### src/rtl/pipeline_hazard_ctrl_pkg.sv
// +------------------------------------------------------------------+
// | pipeline_hazard_ctrl_pkg : shared types for the hazard controller |
// | Rev 1.0                                                           |
// +------------------------------------------------------------------+
`default_nettype none

package pipeline_hazard_ctrl_pkg;

  typedef enum logic [1:0] {
    ST_RUN    = 2'd0,
    ST_DRAIN  = 2'd1,
    ST_HALTED = 2'd2
  } state_e;

  localparam logic [3:0] REG_ZERO = 4'd0;

  typedef struct packed {
    logic pc_write;
    logic fd_write;
    logic de_write;
    logic xm_write;
    logic mw_write;
    logic fd_flush;
    logic de_flush;
  } ctrl_t;

  function automatic ctrl_t mk_ctrl(input logic pc, input logic fd, input logic de,
                                    input logic xm, input logic mw,
                                    input logic fdf, input logic def);
    ctrl_t c;
    c.pc_write = pc;
    c.fd_write = fd;
    c.de_write = de;
    c.xm_write = xm;
    c.mw_write = mw;
    c.fd_flush = fdf;
    c.de_flush = def;
    return c;
  endfunction

endpackage

`default_nettype wire

### src/rtl/pipeline_hazard_ctrl_load_use_detect.sv
// +------------------------------------------------------------------+
// | load_use_detect : combinational LW-in-DE vs FD-source compare     |
// | Rev 1.0                                                           |
// +------------------------------------------------------------------+
`default_nettype none

module load_use_detect
  import pipeline_hazard_ctrl_pkg::*;
(
  input  logic       mem_read_de,
  input  logic [3:0] dst_reg_de,
  input  logic [3:0] rs_fd,
  input  logic [3:0] rt_fd,
  input  logic       uses_rs_fd,
  input  logic       uses_rt_fd,
  output logic       lu
);

  // R0 reads always return zero, so a load targeting it cannot create a hazard.
  assign lu = mem_read_de && (dst_reg_de != REG_ZERO) &&
              ((uses_rs_fd && (rs_fd == dst_reg_de)) ||
               (uses_rt_fd && (rt_fd == dst_reg_de)));

endmodule

`default_nettype wire

### src/rtl/pipeline_hazard_ctrl.sv
// +------------------------------------------------------------------+
// | pipeline_hazard_ctrl : stall/flush/halt control for the 5-stage   |
// | core. Optional perf counters enabled by macro PERF_CNT_EN.        |
// | Rev 1.0                                                           |
// +------------------------------------------------------------------+
`default_nettype none

module pipeline_hazard_ctrl
  import pipeline_hazard_ctrl_pkg::*;
#(
  parameter int HALT_DRAIN = 3,
  parameter int CNT_W      = 16
) (
  input  logic             clk,
  input  logic             rst_n,
  input  logic             mem_read_de,
  input  logic [3:0]       dst_reg_de,
  input  logic [3:0]       rs_fd,
  input  logic [3:0]       rt_fd,
  input  logic             uses_rs_fd,
  input  logic             uses_rt_fd,
  input  logic             branch_taken_x,
  input  logic             halt_fd,
  input  logic             mem_busy,
  output logic             pc_write,
  output logic             fd_write,
  output logic             de_write,
  output logic             xm_write,
  output logic             mw_write,
  output logic             fd_flush,
  output logic             de_flush,
  output logic             halted,
  output logic [CNT_W-1:0] stall_cycles,
  output logic [CNT_W-1:0] flush_events
);

  localparam int CW = (HALT_DRAIN > 1) ? $clog2(HALT_DRAIN) : 1;

  state_e          state_q, state_d;
  logic [CW-1:0]   cnt_q, cnt_d;
  ctrl_t           ctrl;
  logic            halted_c;
  logic            branch_flush;
  logic            lu;

  load_use_detect u_lu (
    .mem_read_de (mem_read_de),
    .dst_reg_de  (dst_reg_de),
    .rs_fd       (rs_fd),
    .rt_fd       (rt_fd),
    .uses_rs_fd  (uses_rs_fd),
    .uses_rt_fd  (uses_rt_fd),
    .lu          (lu)
  );

  always_comb begin
    state_d      = state_q;
    cnt_d        = cnt_q;
    ctrl         = mk_ctrl(1'b0, 1'b0, 1'b0, 1'b0, 1'b0, 1'b0, 1'b0);
    halted_c     = 1'b0;
    branch_flush = 1'b0;
    if (!rst_n) begin
      ctrl = mk_ctrl(1'b0, 1'b0, 1'b0, 1'b0, 1'b0, 1'b1, 1'b1);
    end else begin
      case (state_q)
        ST_RUN: begin
          if (mem_busy) begin
            ctrl = mk_ctrl(1'b0, 1'b0, 1'b0, 1'b0, 1'b0, 1'b0, 1'b0);
          end else if (branch_taken_x) begin
            ctrl         = mk_ctrl(1'b1, 1'b1, 1'b1, 1'b1, 1'b1, 1'b1, 1'b1);
            branch_flush = 1'b1;
          end else if (lu) begin
            ctrl = mk_ctrl(1'b0, 1'b0, 1'b1, 1'b1, 1'b1, 1'b0, 1'b1);
          end else if (halt_fd) begin
            ctrl    = mk_ctrl(1'b0, 1'b1, 1'b1, 1'b1, 1'b1, 1'b1, 1'b0);
            state_d = ST_DRAIN;
            cnt_d   = CW'(HALT_DRAIN - 1);
          end else begin
            ctrl = mk_ctrl(1'b1, 1'b1, 1'b1, 1'b1, 1'b1, 1'b0, 1'b0);
          end
        end
        ST_DRAIN: begin
          if (mem_busy) begin
            ctrl = mk_ctrl(1'b0, 1'b0, 1'b0, 1'b0, 1'b0, 1'b0, 1'b0);
          end else if (branch_taken_x) begin
            // HLT sat on the wrong path: resume fetching from the branch target.
            ctrl         = mk_ctrl(1'b1, 1'b1, 1'b1, 1'b1, 1'b1, 1'b1, 1'b1);
            branch_flush = 1'b1;
            state_d      = ST_RUN;
          end else begin
            ctrl = mk_ctrl(1'b0, 1'b1, 1'b1, 1'b1, 1'b1, 1'b1, 1'b0);
            if (cnt_q == '0) begin
              state_d = ST_HALTED;
            end else begin
              cnt_d = cnt_q - 1'b1;
            end
          end
        end
        ST_HALTED: begin
          halted_c = 1'b1;
        end
        default: begin
          state_d = ST_RUN;
        end
      endcase
    end
  end

  always_ff @(posedge clk) begin
    if (!rst_n) begin
      state_q <= ST_RUN;
      cnt_q   <= '0;
    end else begin
      state_q <= state_d;
      cnt_q   <= cnt_d;
    end
  end

  assign pc_write = ctrl.pc_write;
  assign fd_write = ctrl.fd_write;
  assign de_write = ctrl.de_write;
  assign xm_write = ctrl.xm_write;
  assign mw_write = ctrl.mw_write;
  assign fd_flush = ctrl.fd_flush;
  assign de_flush = ctrl.de_flush;
  assign halted   = halted_c;

`ifdef PERF_CNT_EN
  logic             stall_inc;
  logic [CNT_W-1:0] stall_cycles_q, stall_cycles_d;
  logic [CNT_W-1:0] flush_events_q, flush_events_d;

  assign stall_inc = !ctrl.pc_write && (state_q != ST_HALTED);

  always_comb begin
    stall_cycles_d = stall_cycles_q;
    flush_events_d = flush_events_q;
    if (stall_inc && (stall_cycles_q != '1)) begin
      stall_cycles_d = stall_cycles_q + 1'b1;
    end
    if (branch_flush && (flush_events_q != '1)) begin
      flush_events_d = flush_events_q + 1'b1;
    end
  end

  always_ff @(posedge clk) begin
    if (!rst_n) begin
      stall_cycles_q <= '0;
      flush_events_q <= '0;
    end else begin
      stall_cycles_q <= stall_cycles_d;
      flush_events_q <= flush_events_d;
    end
  end

  assign stall_cycles = stall_cycles_q;
  assign flush_events = flush_events_q;
`else
  logic unused_perf;
  assign unused_perf  = branch_flush;
  assign stall_cycles = '0;
  assign flush_events = '0;
`endif

endmodule

`default_nettype wire

### config.mk
export PLATFORM = sky130hd
export DESIGN_NAME = pipeline_hazard_ctrl
export DESIGN_NICKNAME = d
export VERILOG_FILES = /design/src/rtl/pipeline_hazard_ctrl_pkg.sv /design/src/rtl/pipeline_hazard_ctrl_load_use_detect.sv /design/src/rtl/pipeline_hazard_ctrl.sv
export SDC_FILE = /design/constraint.sdc
export NUM_CORES = 1
export LEC_CHECK = 0
export ABC_AREA = 1
export ABC_CLOCK_PERIOD_IN_PS = 1600
export BUFFER_PORTS_ARGS = -buffer_cell sky130_fd_sc_hd__buf_2
export CELL_PAD_IN_SITES_DETAIL_PLACEMENT = 1
export CELL_PAD_IN_SITES_GLOBAL_PLACEMENT = 1
export CORE_MARGIN = 4
export CORE_UTILIZATION = 26
export CTS_CLUSTER_SIZE = 10
export DETAILED_ROUTE_END_ITERATION = 10
export PLACE_DENSITY_LB_ADDON = 0.1
export SETUP_SLACK_MARGIN = 0.5
export SLEW_MARGIN = 20
export SYNTH_ARGS = -nofsm -noshare
export SYNTH_HDL_FRONTEND = slang
export SYNTH_HIERARCHICAL = 1
export SYNTH_SLANG_ARGS = --single-unit
### constraint.sdc
create_clock -name clk -period 1.6 [get_ports clk]
set_input_delay 0.16 -clock clk [delete_from_list [all_inputs] [get_ports clk]]
set_output_delay 0.16 -clock clk [all_outputs]
set_load 0.02 [all_outputs]
-- After elaboration in Yosys (flattened, before gate mapping)
Cells that the tools add are included.
- muxes and demuxes: 26
- div/mod/pow operators: 0
- shift-type cells: 0
- equality and inequality tests: 12
- multiply operators: 0
- order comparisons: 0
- $add $sub $neg: 1
- reduce and logical (&&, ||, !) cells: 11
- bitwise operators: 1
- operators with widths (cell ; number):
    2-to-1 mux 7 bit ; 7
    2-to-1 mux 2 bit ; 14
    != test 2 bit (second input constant) ; 7
    one-hot mux 7 bit (2 select lines) ; 1
    == test 4 bit ; 2
    AND reduction 8 bit ; 1
    AND reduction 7 bit ; 1
    one-hot mux 2 bit (3 select lines) ; 1
    logical AND 1 bit ; 4
    logical NOT 2 bit ; 2
    one-hot mux 2 bit (2 select lines) ; 1
    nonzero test 4 bit ; 1
    != test 3 bit (second input constant) ; 1
    == test 2 x 1 -> 1 bit (second input constant) ; 1
    == test 2 bit (second input constant) ; 1
    2-to-1 mux 1 bit ; 2
    nonzero test 2 bit ; 1
    subtractor 2 x 1 -> 2 bit (second input constant) ; 1
    logical OR 1 bit ; 1
    inverter 1 bit ; 1
- logic and storage cells: 53
- output and inout bits: 40
- memories: 0
- bits in writable memories: 0
- register bits: 4
- input port bits: 20
- latch bits: 0
- ROM bits: 0

-- Longest topological paths before layout
Gate-level depths: netlist (run 1).
- depth in word-level cells: 9
- depth in mapped cells: 12
- depth with buffers taken out: 12

-- Hierarchy
The synthesis (run 1) kept the hierarchy.
- modules (own cells, without submodules) (module ; cells each ; instances ; area each (um^2)):
    pipeline_hazard_ctrl ; 106 ; 1 ; 634.4
    load_use_detect ; 35 ; 1 ; 162.7

-- Least setup slack after synthesis (run 1)
OpenSTA, ideal clock, no wires.
- kind: flip-flop to output port
- start point: reg state_q[1]
- end point: out mw_write
- buffers on the path: 1
- cell stages (with the launch flop): 3
- slack: 0.208 ns
- data arrival time: 1.232 ns
- cell sequence: dfxtp_1 nor3_1 buf_4
- cells in the longest elaborated chain, start to end: 3
- elaborated cells between the ends (all ways): 4
- classes of those cells: eq/ne (1); mux (2); reduce/logical (1)
- RTL lines (element ; RTL line ; RTL):
    from (decl) ; pipeline_hazard_ctrl.sv:39 ; state_e state_q, state_d;
    from (signal assigned) ; pipeline_hazard_ctrl.sv:114 ; state_q <= state_d;
    == test 2 x 1 -> 1 bit / logical NOT 2 bit (equally long branches) ; pipeline_hazard_ctrl.sv:65 ; case (state_q)
    one-hot mux 7 bit (2 select lines) (*) ; pipeline_hazard_ctrl.sv:65 ;
    2-to-1 mux 7 bit (*) ; pipeline_hazard_ctrl.sv:62 ; if (!rst_n) begin
    to (decl) ; pipeline_hazard_ctrl.sv:29 ; output logic mw_write,
Mark *: on every way between the ends. The rest lies on a longest branch, timed or not.

-- Final worst setup path (run 1)
- start point: in dst_reg_de[1]
- end point: out de_flush
- cells in the longest elaborated chain, start to end: 9
- elaborated cells between the ends (all ways): 13
- classes of those cells: eq/ne (2); mux (5); reduce/logical (6)
- RTL lines (element ; RTL line ; RTL):
    from (decl) ; pipeline_hazard_ctrl.sv:17 ; input logic [3:0] dst_reg_de,
    == test 4 bit (on tied branches) ; pipeline_hazard_ctrl_load_use_detect.sv:21, pipeline_hazard_ctrl_load_use_detect.sv:22 ;
    logical AND 1 bit (on tied branches) ; pipeline_hazard_ctrl_load_use_detect.sv:21, pipeline_hazard_ctrl_load_use_detect.sv:22 ;
    logical OR 1 bit ; pipeline_hazard_ctrl_load_use_detect.sv:21 ; ((uses_rs_fd && (rs_fd == dst_reg_de)) ||
    logical AND 1 bit (*) ; pipeline_hazard_ctrl_load_use_detect.sv:20 ; assign lu = mem_read_de && (dst_reg_de != REG_ZERO) &&
    via lu ; pipeline_hazard_ctrl.sv:44 ; logic lu;
    2-to-1 mux 7 bit (*) ; pipeline_hazard_ctrl.sv:72 ; end else if (lu) begin
    2-to-1 mux 7 bit (*) ; pipeline_hazard_ctrl.sv:69 ; end else if (branch_taken_x) begin
    2-to-1 mux 7 bit (*) ; pipeline_hazard_ctrl.sv:67 ; if (mem_busy) begin
    one-hot mux 7 bit (2 select lines) (*) ; pipeline_hazard_ctrl.sv:65 ;
    2-to-1 mux 7 bit (*) ; pipeline_hazard_ctrl.sv:62 ;
    to (decl) ; pipeline_hazard_ctrl.sv:31 ; output logic de_flush,
Mark *: on every way through the listed nets, which the timed path passes. The rest lies on a longest branch.

==> summary.txt, run 1 <==
Run status
  – Status: complete, no violations

Clock tree
  – CTS tree: built
  – Root buffer selected by CTS: clkbuf_4
  – Clock Path Buffers: 2
  – Clock Latency Late Sink: 0.23 ns
  – TritonCTS Buffers: 3
  – CTS sink cnt: 4
  – H-tree Lvls: 1
  – Clock-pin slew on the worst setup and hold paths: 0.04 ns

STA
  – Unrepaired setup endpoints after global routing: true
  – Max Fclk: 726 MHz
  – Final Cycle Share: 0.860
  – Hold WS: 0.235 ns
  – Final setup fails: 0
  – Slew Viols, Final: 0
  – Fin crit period: 1.38 ns
  – Clock Skew: 0.00231 ns
  – Setup_tns: 0 ns
  – PnR worst setup slack: 0.223 ns
  – Hold Vio Cnt, Final: 0

Global routing
  – Antenna violations before repair: 0
  – Largest net degree at the start of global routing: 9
  – GR Overflow Total: 0
  – Total GRT Usage: 0.111
  – Vias in the first global route: 848
  – First-pass GRT wire length: 3.65 mm

Cells and area
  – Final core area utilization: 0.436
  – Share of cells above drive strength 1: 0.506
  – Final non-filler cell area: 1240 um^2
  – Syn-to-layout area delta: 56.0%
  – Post-route insts no fill: 209
  – Most frequent cells in the layout: conb_1 (32), nand2_1 (20), nand2_2 (15)
  – Nets: 201
  – Diode count: 0
  – Commonest non-fill, non-tap cell in the layout: conb_1

Placed design
  – Port buffer count: 27
  – Area post-placement: 886 um^2
  – Routability cong.: 0.804
  – DP Cell Count: 196
  – Worst slack at placement: 0.0985 ns
  – Post-DP HPWL: 1.81 mm

Worst setup path
  – CP most frequent cell: nand2_2
  – CP Capture Type: output port
  – Worst Path Required: 1.44 ns
  – Critical-path cell list: buf_12 -> nand2_2 -> nand2_2 -> nor2_2 -> nand3_2 -> a21oi_2 -> buf_4 -> nor2_4 -> o21ai_2 -> buf_6
  – CP startpoint kind: input port
  – Slowest cell on crit path: a21oi_2
  – Crit path largest cell delay: 0.19 ns
  – Kind of critical path: in2out
  – Max FO, Critical Path: 3
  – Worst EP arrival: 1.22 ns

Power and ir drop
  – Pwr Density: 825 nW/um^2
  – Flop pwr share: 0.176
  – Post-route total power: 1.03 mW
  – LEAKAGE: 0.667 nW
  – Clock power frac: 0.119
  – VDD IR max: 0.224 mV
  – Switching part of the total: 0.483
  – Int Power: 0.531 mW
  – Psw: 0.496 mW
  – Comb power frac: 0.705

Synthesis
  – Synthesized area per cell: 5.65 um^2
  – Synth Area in Simple Gates: 0.385
  – Synth Warn #: 6
  – Synth Area in Compound Gates: 0.0612
  – Cells after synthesis: 141
  – Cell Area, Synth: 797 um^2
  – Synth unique cells: 20
  – Adder-cell share of the synthesized area: 0.0157
  – Mux contribution to synthesized area: 0
  – Seq cells post-synth: 4
  – Sequential fraction of the synthesis area: 0.100
  – Synth Area in XOR/XNOR: 0.0220
  – Largest family of logic cells by synthesized area: buffers and inverters

Job
  – Max-Cap Viols: 0

Floorplanning
  – Initial cell density of the core: 0.279
  – Die Width: 63.4 um
  – Die Ht: 63.4 um
  – Std-Cell Rows: 19
  – Die ar.: 4020 um^2
  – Core area: 2850 um^2
  – IO Count: 60

Detailed routing
  – Via count: 862
  – Initial DRC Count: 29
  – Routed vias/inst: 4.12
  – DR pass1 iterations: 2
  – DR DRC count: 0
  – Routed len/inst: 10.8 um
  – Final wirelength: 2.26 mm
  – Antenna Violating Nets Remaining: 0

Worst hold path
  – Worst min-delay path category: in2reg
synth_stat cells (all sizes together):
cell     n  area [um^2]
a21oi    2         13.8
inv     18         67.6
nand3    9         45.0
conb     1         3.75
and3     1         6.26
clkbuf   1         5.00
nand4    1         6.26
ha       1         12.5
o211ai   2         15.0
o21ai    4         20.0
nand2   37          149
nor2    22         90.1
nor3     2         10.0
dfxtp    4         80.1
buf     34          255
xnor2    2         17.5
power groups by stage:
stage,sequential [mW],clock [mW],combinational (mW)
floorplan,0.157,0,0.442
CTS,0.178,0.133,0.673
global placement,0.165,0,0.487
detailed placement,0.165,0,0.494
finish,0.181,0.122,0.723
global route,0.185,0.142,0.798
worst paths after layout:
| check | to | from | depth (start not counted) | slack [ns] |
|---|---|---|---|---|
| worst max register to register | cnt_q[0]$_SDFFE_PN0P_ | state_q[1]$_SDFFE_PN0P_ | 8 | 0.39 |
| worst min register to register | cnt_q[1]$_SDFFE_PN0P_ | cnt_q[1]$_SDFFE_PN0P_ | 2 | 0.48 |
| worst min-delay path | state_q[1]$_SDFFE_PN0P_ | rst_n | 3 | 0.24 |
| worst max-delay path | de_flush | dst_reg_de[1] | 10 | 0.22 |
registers in the layout, summed over array words and instances, names as in the netlist:
signal	cells
cnt_q	2
state_q	2
routing by layer:
layer,track usage,vias up,routed length (um)
li1,-,443,-
met1,0.113,385,817
met2,0.219,34,1310
met3,0.0231,0,137
met4,0.0404,0,0
met5,0,-,0
what timing repair did:
| action | CTS | global route |
|---|---|---|
| gates cloned | 0 | 0 |
| pin swaps | 17 | 8 |
| hold endpoints to repair | 0 | 0 |
| hold buffers | 0 | 0 |
| gates resized for setup | 48 | 28 |
| setup endpoints to repair | 12 | 12 |
| setup buffers | 9 | 1 |
critical path: cells and delay by family:
kind / cells / cell delay (ns)
buffers and inverters: 3 / 0.40
AOI/OAI and AO/OA: 2 / 0.33
and+or+nand+nor: 5 / 0.31
cells by family after synthesis:
group | after synthesis
xor+xnor | 2
flops | 4
fa+ha+maj | 1
other cells | 1
compound gates | 8
simple gates | 72
buf+inv | 53
area by class of cell:
type                            count  area, um^2
Multi-Input combinational cell    115         642
Fill cell                         382        1610
Tap cell                           31        38.8
Inverter                           18         105
Clock buffer                        3        22.5
Timing Repair Buffer               38         348
Sequential cell                     4        87.6
(Power assumes the default switching activity.)
==> run 2: changes to the inputs <==
SYNTH_HIERARCHICAL = unset   (was 1)
==> run 2 against run 1 <==
Highest routed layer unchanged. Final cell count shrank 1.9%. Total power is 39% lower. Core utilization is 4.4 points lower. Largest cell class unchanged. Clock power increased by 21%. Fmax is 6.4% lower. Non-clock buffer count down 2. Critical endpoint is now fd_flush. Clock skew increased by 0.017 ns. Via count fell by 3.8%.
==> summary.txt, run 2 <==
Worst setup path
  – Buffers and inverters on the worst path: 4 (+1)
  – CP Capture Type: output port
  – Kind of critical path: reg2out
  – Slowest cell on crit path: dfxtp_4
  – Worst Path Required: 1.44 ns (about the same)
  – Max FO, Critical Path: 4 (+1)
  – Worst EP arrival: 1.31 ns (+0.09 ns)
  – CP top delay family: flip-flops
  – Crit path largest cell delay: 0.38 ns (+0.19 ns)
  – CP startpoint kind: register
  – Critical-path cell list: inv_4 -> nor2_4 -> inv_2 -> nor2_4 -> inv_2 -> nand2_1 -> nand2_1 -> nand2_2 -> buf_6

Synthesis
  – Top-count cell post-synth: buf_4
  – Post-synth top area share: 0.318 (-0.00249)
  – Cells after synthesis: 137 (-2.8%)
  – Post-synth top area cell: buf_4
  – Sequential fraction of the synthesis area: 0.0997 (-0.000782)
  – Synth top area cells: buf_4 (32%), nand2_1 (15%), dfxtp_1 (10%)
  – Top FF cell, synth: dfxtp_1
  – Synth unique cells: 20 (unchanged)
  – Synth Warn #: 0 (-6)
  – Synthesized area per cell: 5.86 um^2 (+3.7%)
  – Async S/R FF share, synth: 0 (unchanged)
  – Cell Area, Synth: 803 um^2 (+0.78%)
  – Synth top cells by count: buf_4 (34), nand2_1 (32), nor2_1 (16)
  – EDFF count, synth: 0 (unchanged)
  – Seq cells post-synth: 4 (unchanged)

Global routing
  – Vias in the first global route: 811 (-4.4%)
  – GR Overflow Total: 0 (unchanged)
  – First-pass GRT wire length: 3.41 mm (-6.6%)
  – Total GRT Usage: 0.102 (-0.00956)
  – Largest net degree at the start of global routing: 6 (-3)
  – Antenna violations before repair: 0 (unchanged)

Clock tree
  – Clock Latency Late Sink: 0.25 ns (+0.02 ns)
  – CTS sink cnt: 4 (unchanged)
  – H-tree Lvls: 1 (unchanged)
  – CTS tree: built
  – TritonCTS Buffers: 3 (unchanged)
  – Root buffer selected by CTS: clkbuf_4
  – Clock-pin slew on the worst setup and hold paths: 0.05 ns (about the same)
  – Clock Path Buffers: 2 (unchanged)

STA
  – Final Cycle Share: 0.919 (+0.0587)
  – Hold WS: 0.218 ns (-0.0172 ns)
  – Hold Vio Cnt, Final: 0 (unchanged)
  – Final setup fails: 0 (unchanged)
  – Slew Viols, Final: 0 (unchanged)
  – Max Fclk: 680 MHz (-6.4%)
  – Setup_tns: 0 ns (unchanged)
  – Fin crit period: 1.47 ns (+0.0939 ns)
  – Unrepaired setup endpoints after global routing: true
  – Clock Skew: 0.0193 ns (+0.0170 ns)

Detailed routing
  – Antenna Violating Nets Remaining: 0 (unchanged)
  – Via count: 829 (-3.8%)
  – DR DRC count: 0 (unchanged)
  – DR pass1 iterations: 3 (+1)
  – Initial DRC Count: 12 (-59%)
  – Routed len/inst: 10.6 um (-1.5%)
  – Routed vias/inst: 4.04 (-2.0%)
  – Final wirelength: 2.18 mm (-3.4%)

Power and ir drop
  – Pwr Density: 557 nW/um^2 (-32%)
  – Int Power: 0.336 mW (-37%)
  – Psw: 0.288 mW (-42%)
  – VDD IR max: 0.308 mV (+38%)
  – Comb power frac: 0.575 (-0.130)
  – Flop pwr share: 0.188 (+0.012)
  – Switching part of the total: 0.462 (-0.0213)
  – Clock power frac: 0.237 (+0.118)
  – Post-route total power: 0.623 mW (-39%)
  – LEAKAGE: 0.584 nW (-12%)

Cells and area
  – Final core area utilization: 0.392 (-0.0439)
  – Final non-filler cell area: 1120 um^2 (-10%)
  – Diode count: 0 (unchanged)
  – Share of cells above drive strength 1: 0.466 (-0.0401)
  – Most frequent cells in the layout: conb_1 (32), nand2_1 (29), buf_2 (19)
  – Layout fillers: 392 (+2.6%)
  – Syn-to-layout area delta: 39.3%
  – Nets: 196 (-2.5%)
  – Commonest non-fill, non-tap cell in the layout: conb_1
  – Top flop regs: cnt_q x2, state_q x2

Placed design
  – Post-DP HPWL: 1.70 mm (-6.3%)
  – Port buffer count: 27 (unchanged)
  – Area post-placement: 923 um^2 (+4.2%)
  – Routability cong.: 0.719 (-11%)

Floorplanning
  – Std-Cell Rows: 19 (unchanged)
  – Die ar.: 4040 um^2 (+0.70%)
  – Core area: 2850 um^2 (unchanged)
  – Die Ht: 63.6 um (+0.35%)
  – IO Count: 60 (unchanged)
  – Die Width: 63.6 um (+0.35%)
  – Initial cell density of the core: 0.282 (+0.00219)

Job
  – Max-Cap Viols: 0 (unchanged)

Worst hold path
  – Worst min-delay path category: in2reg

Run status
  – Status: complete, no violations
==> run 2: changes by cell type after synthesis, moves of 2 or more <==
cell / delta
o211ai_1: -2
a21oi_1: +3
o21ai_0: -4
nor2_1: -3
==> run 2: worst paths after layout <==
check | from | end | slack (ns) | cells past startpoint
worst min register to register | cnt_q[0]$_SDFFE_PN0P_ | cnt_q[0]$_SDFFE_PN0P_ | 0.48 | 2
worst max-delay path | state_q[0]$_SDFFE_PN0P_ | fd_flush | 0.13 | 9
worst min-delay path | rst_n | cnt_q[0]$_SDFFE_PN0P_ | 0.22 | 3
worst max register to register | state_q[0]$_SDFFE_PN0P_ | cnt_q[0]$_SDFFE_PN0P_ | 0.23 | 6
==> run 2: final cells by class <==
type / instances / area, um^2 / share of cell area
multi-input cells: 110 / 638 / 0.570
flip-flops and latches: 4 / 88.8 / 0.0794
well taps: 31 / 38.8 / 0.0347
clock buffers: 4 / 26.3 / 0.0235
repair buffers: 36 / 249 / 0.223
inverters: 20 / 77.6 / 0.0694
==> run 2: power by group through the flow <==
| stage | Combinational (mW) | Sequential [mW] | Clock (mW) |
|---|---|---|---|
| 2_1_floorplan | 0.282 | 0.117 | 0 |
| 5_1_grt | 0.391 | 0.118 | 0.163 |
| 4_1_cts | 0.333 | 0.117 | 0.154 |
| 3_3_place_gp | 0.284 | 0.119 | 0 |
| 6_report | 0.358 | 0.117 | 0.148 |
| 3_5_place_dp | 0.287 | 0.119 | 0 |
==> run 2: logic make-up (layout without fill, tap and decap cells) <==
logic type	Yosys count	after routing	share of synthesized area
compound gates	9	9	0.0794
xor+xnor	2	2	0.0218
fa+ha+maj	1	1	0.0156
buf+inv	54	60	0.411
flops	4	4	0.0997
other cells	1	32	0.00467
simple gates	66	66	0.368
==> run 2: worst reg2reg max path: cells and delay by family, from the launching register on <==
| family | cells | cell delay [ns] |
|---|---|---|
| buf+inv | 2 | 0.28 |
| compound gates | 1 | 0.14 |
| flops | 1 | 0.37 |
| simple gates | 3 | 0.46 |
==> run 2: per-stage QoR <==
step	worst slack, ns	std cells
floorplan	0.474	168
global placement	0.210	192
detailed placement	0.200	192
CTS	0.137	201
global route	0.0468	205
finish	0.130	205
==> run 2: repair_timing <==
item                       CTS  global route
setup buffers                5             4
hold buffers                 0             0
pin swaps                    5             5
setup endpoints to repair   12            12
gates resized for setup     26             5
==> run 2: metal layers <==
| metal | up-vias | track usage | routed length, um | share of wire |
|---|---|---|---|---|
| met3 | 0 | 0.0266 | 157 | 0.072 |
| li1 | 426 | - | - | - |
| met2 | 34 | 0.202 | 1190 | 0.55 |
| met5 | - | 0 | 0 | 0 |
| met4 | 0 | 0.0162 | 0 | 0 |
| met1 | 369 | 0.107 | 830 | 0.38 |
==> run 3: changes to the inputs <==
CELL_PAD_IN_SITES_DETAIL_PLACEMENT = unset   (was 1)
CELL_PAD_IN_SITES_GLOBAL_PLACEMENT = unset   (was 1)
CORE_UTILIZATION = 32   (was 26)
PLACE_DENSITY = 0.66   (was unset)
PLACE_DENSITY_LB_ADDON = unset   (was 0.1)
==> run 3 against run 2 <==
Hold slack worse by 0.013 ns. Total power shrank 3.9%. Wire length fell by 22%. Via count down 4.1%. Critical path depth stayed put. Core utilization increased by 8.8 points. Clock power is 5% lower. Sequential share of layout area is 0.12 points higher. Flip-flop and latch count stayed put. Global-route usage decreased by 0.38 points. Clock skew shrank 0.012 ns.
==> summary.txt, run 3 (synthesis gave the netlist of run 2 again) <==
Cells and area
  – Register area: 88.8 um^2 (unchanged)
  – Share of cells above drive strength 1: 0.457 (-0.00887)
  – Area of the multi-input gates: 626 um^2 (-2.0%)
  – Commonest non-fill, non-tap cell in the layout: conb_1
  – Nets: 195 (-0.51%)
  – Post-route insts no fill: 201 (-2.0%)
  – Diode count: 0 (unchanged)
  – Syn-to-layout area delta: 37.2%
  – Top flop regs: cnt_q x2, state_q x2
  – Most frequent cells in the layout: conb_1 (32), nand2_1 (30), buf_2 (19)
  – Layout fillers: 244 (-38%)

Floorplanning
  – Initial cell density of the core: 0.350 (+0.0681)
  – Die Width: 58.1 um (-8.6%)
  – Core area: 2300 um^2 (-19%)
  – Die ar.: 3380 um^2 (-17%)
  – Std-Cell Rows: 17 (-2)
  – IO Count: 60 (unchanged)
  – Die Ht: 58.1 um (-8.6%)

Worst setup path
  – Buffers and inverters on the worst path: 4 (unchanged)
  – R2R setup slack: 0.38 ns (+0.15 ns)
  – Crit path largest cell delay: 0.38 ns (about the same)
  – Crit path depth: 9 (unchanged)
  – RR Endpoint: state_q[0]$_SDFFE_PN0P_
  – Max FO, Critical Path: 4 (unchanged)
  – Reg2reg start: state_q[0]$_SDFFE_PN0P_
  – Worst EP arrival: 1.25 ns (-0.06 ns)
  – CP startpoint kind: register
  – Kind of critical path: reg2out
  – Worst setup path endpoint: fd_flush
  – CP Capture Type: output port
  – Reg2reg path depth: 9 (+3)
  – Critical-path cell list: inv_4 -> nor2_4 -> inv_2 -> nor2_4 -> inv_2 -> nand2_1 -> nand2_1 -> nand2_2 -> buf_6
  – Slowest cell on crit path: dfxtp_4
  – Worst Path Required: 1.44 ns (about the same)
  – Critical path origin: state_q[0]$_SDFFE_PN0P_
  – CP top delay family: flip-flops

Detailed routing
  – Routed vias/inst: 3.96 (-2.2%)
  – DR DRC count: 0 (unchanged)
  – Routed len/inst: 8.48 um (-20%)
  – Antenna Violating Nets Remaining: 0 (unchanged)
  – Initial DRC Count: 10 (-2)
  – DR pass1 iterations: 3 (unchanged)
  – Via count: 795 (-4.1%)
  – Final wirelength: 1.71 mm (-22%)

Worst hold path
  – Worst min-delay path category: in2reg

Global routing
  – Antenna violations before repair: 0 (unchanged)
  – First-pass GRT wire length: 2.62 mm (-23%)
  – Total GRT Usage: 0.0980 (-0.00380)
  – GR Overflow Total: 0 (unchanged)
  – GR Util met2: 0.168 (-0.0343)
  – Grt met3 use: 0.0267 (+0.0000831)
  – Gr busiest metal: met2
  – Largest net degree at the start of global routing: 6 (unchanged)
  – Vias in the first global route: 640 (-21%)
  – Met1 Usage GRT: 0.119 (+0.0119)

STA
  – Hold Vio Cnt, Final: 0 (unchanged)
  – Max Fclk: 709 MHz (+4.2%)
  – Hold WS: 0.205 ns (-0.0130 ns)
  – Fin crit period: 1.41 ns (-0.0598 ns)
  – Unrepaired setup endpoints after global routing: true
  – Slew Viols, Final: 0 (unchanged)
  – PnR worst setup slack: 0.189 ns (+0.0598 ns)
  – Clock Skew: 0.00707 ns (-0.0122 ns)
  – Final Cycle Share: 0.882 (-0.0374)
  – Final setup fails: 0 (unchanged)
  – Setup_tns: 0 ns (unchanged)

Clock tree
  – Clock Latency Late Sink: 0.24 ns (about the same)
  – Clock-pin slew on the worst setup and hold paths: 0.04 ns (about the same)
  – CTS sink cnt: 4 (unchanged)
  – Cts hold-fix bufs: 0 (unchanged)
  – Clock Path Buffers: 2 (unchanged)
  – H-tree Lvls: 1 (unchanged)
  – TritonCTS Buffers: 3 (unchanged)
  – CTS tree: built
  – Root buffer selected by CTS: clkbuf_4

Run status
  – Status: complete, no violations

Power and ir drop
  – Int Power: 0.329 mW (-1.9%)
  – Psw: 0.270 mW (-6.2%)
  – Flop pwr share: 0.196 (+0.008)
  – VDD IR max: 0.334 mV (+8.4%)
  – Comb power frac: 0.570 (-0.005)
  – Pwr Density: 543 nW/um^2 (-2.5%)
  – Post-route total power: 0.599 mW (-3.9%)
  – Switching part of the total: 0.451 (-0.0111)
  – LEAKAGE: 0.583 nW (-0.13%)
  – Clock power frac: 0.234 (-0.003)

Placed design
  – Worst slack at placement: 0.220 ns (+0.0208 ns)
  – DP Cell Count: 189 (-1.6%)
  – Port buffer count: 27 (unchanged)
  – Routability cong.: 0.753 (+4.8%)
  – Post-DP HPWL: 1.44 mm (-15%)

Job
  – Max-Cap Viols: 0 (unchanged)
-- run 3: changes by cell type in the layout (fill, tap and decap cells not counted) --
cell	change
nor2_1	-1
nor2_2	+1
buf_6	+2
a21oi_4	-1
a21oi_2	+1
nand3_1	+1
nand2_1	+1
buf_4	-3
nand3_2	-1
nand2_2	-1
-- run 3: layout make-up --
class / count / area share
sequential: 4 / 0.0806
inverter: 20 / 0.0704
clock buffer: 4 / 0.0238
timing repair buffer: 35 / 0.226
tap: 28 / 0.0318
multi-input combinational: 110 / 0.568
-- run 3: worst min-delay path by stage --
stage / startpoint / end / cells past startpoint
2_1_floorplan: rst_n / cnt_q[0]$_SDFFE_PN0P_ / 2
3_3_place_gp: rst_n / cnt_q[0]$_SDFFE_PN0P_ / 3
3_5_place_dp: rst_n / cnt_q[0]$_SDFFE_PN0P_ / 3
4_1_cts: rst_n / cnt_q[0]$_SDFFE_PN0P_ / 3
5_1_grt: rst_n / cnt_q[0]$_SDFFE_PN0P_ / 3
6_report: rst_n / cnt_q[0]$_SDFFE_PN0P_ / 3
-- run 3: stage by stage --
step	util	area (um^2)
floorplan	-	1000
global placement	0.400	920
detailed placement	0.400	920
CTS	0.472	1080
global route	0.480	1100
finish	0.480	1100
-- run 3: power by group through the flow --
stage / sequential (mW) / clock (mW) / combinational, mW
2_1_floorplan: 0.117 / 0 / 0.282
3_5_place_dp: 0.119 / 0 / 0.282
4_1_cts: 0.117 / 0.144 / 0.334
6_report: 0.117 / 0.140 / 0.341
3_3_place_gp: 0.119 / 0 / 0.280
5_1_grt: 0.118 / 0.155 / 0.372
-- run 3: metal layers --
| metal | wire length [um] | vias to the layer above |
|---|---|---|
| li1 | - | 424 |
| met1 | 658 | 341 |
| met2 | 884 | 30 |
| met3 | 163 | 0 |
| met4 | 0 | 0 |
| met5 | 0 | - |
-- run 3: worst reg2reg max path, stage by stage (launching register included) --
cell     delay [ns]
dfxtp_4        0.38
inv_4          0.05
buf_4          0.13
a21oi_2        0.13
nand2_1        0.06
nand2_1        0.07
inv_2          0.05
nor2_4         0.09
nand3_2        0.07
a21oi_2        0.11
-- run 3: repair_timing --
action / in CTS / in global routing
buffers inserted: 6 / 2
endpoints found under the setup margin: 12 / 12
cloned: 0 / 0
resized for setup: 29 / 2
pin swaps: 6 / 4
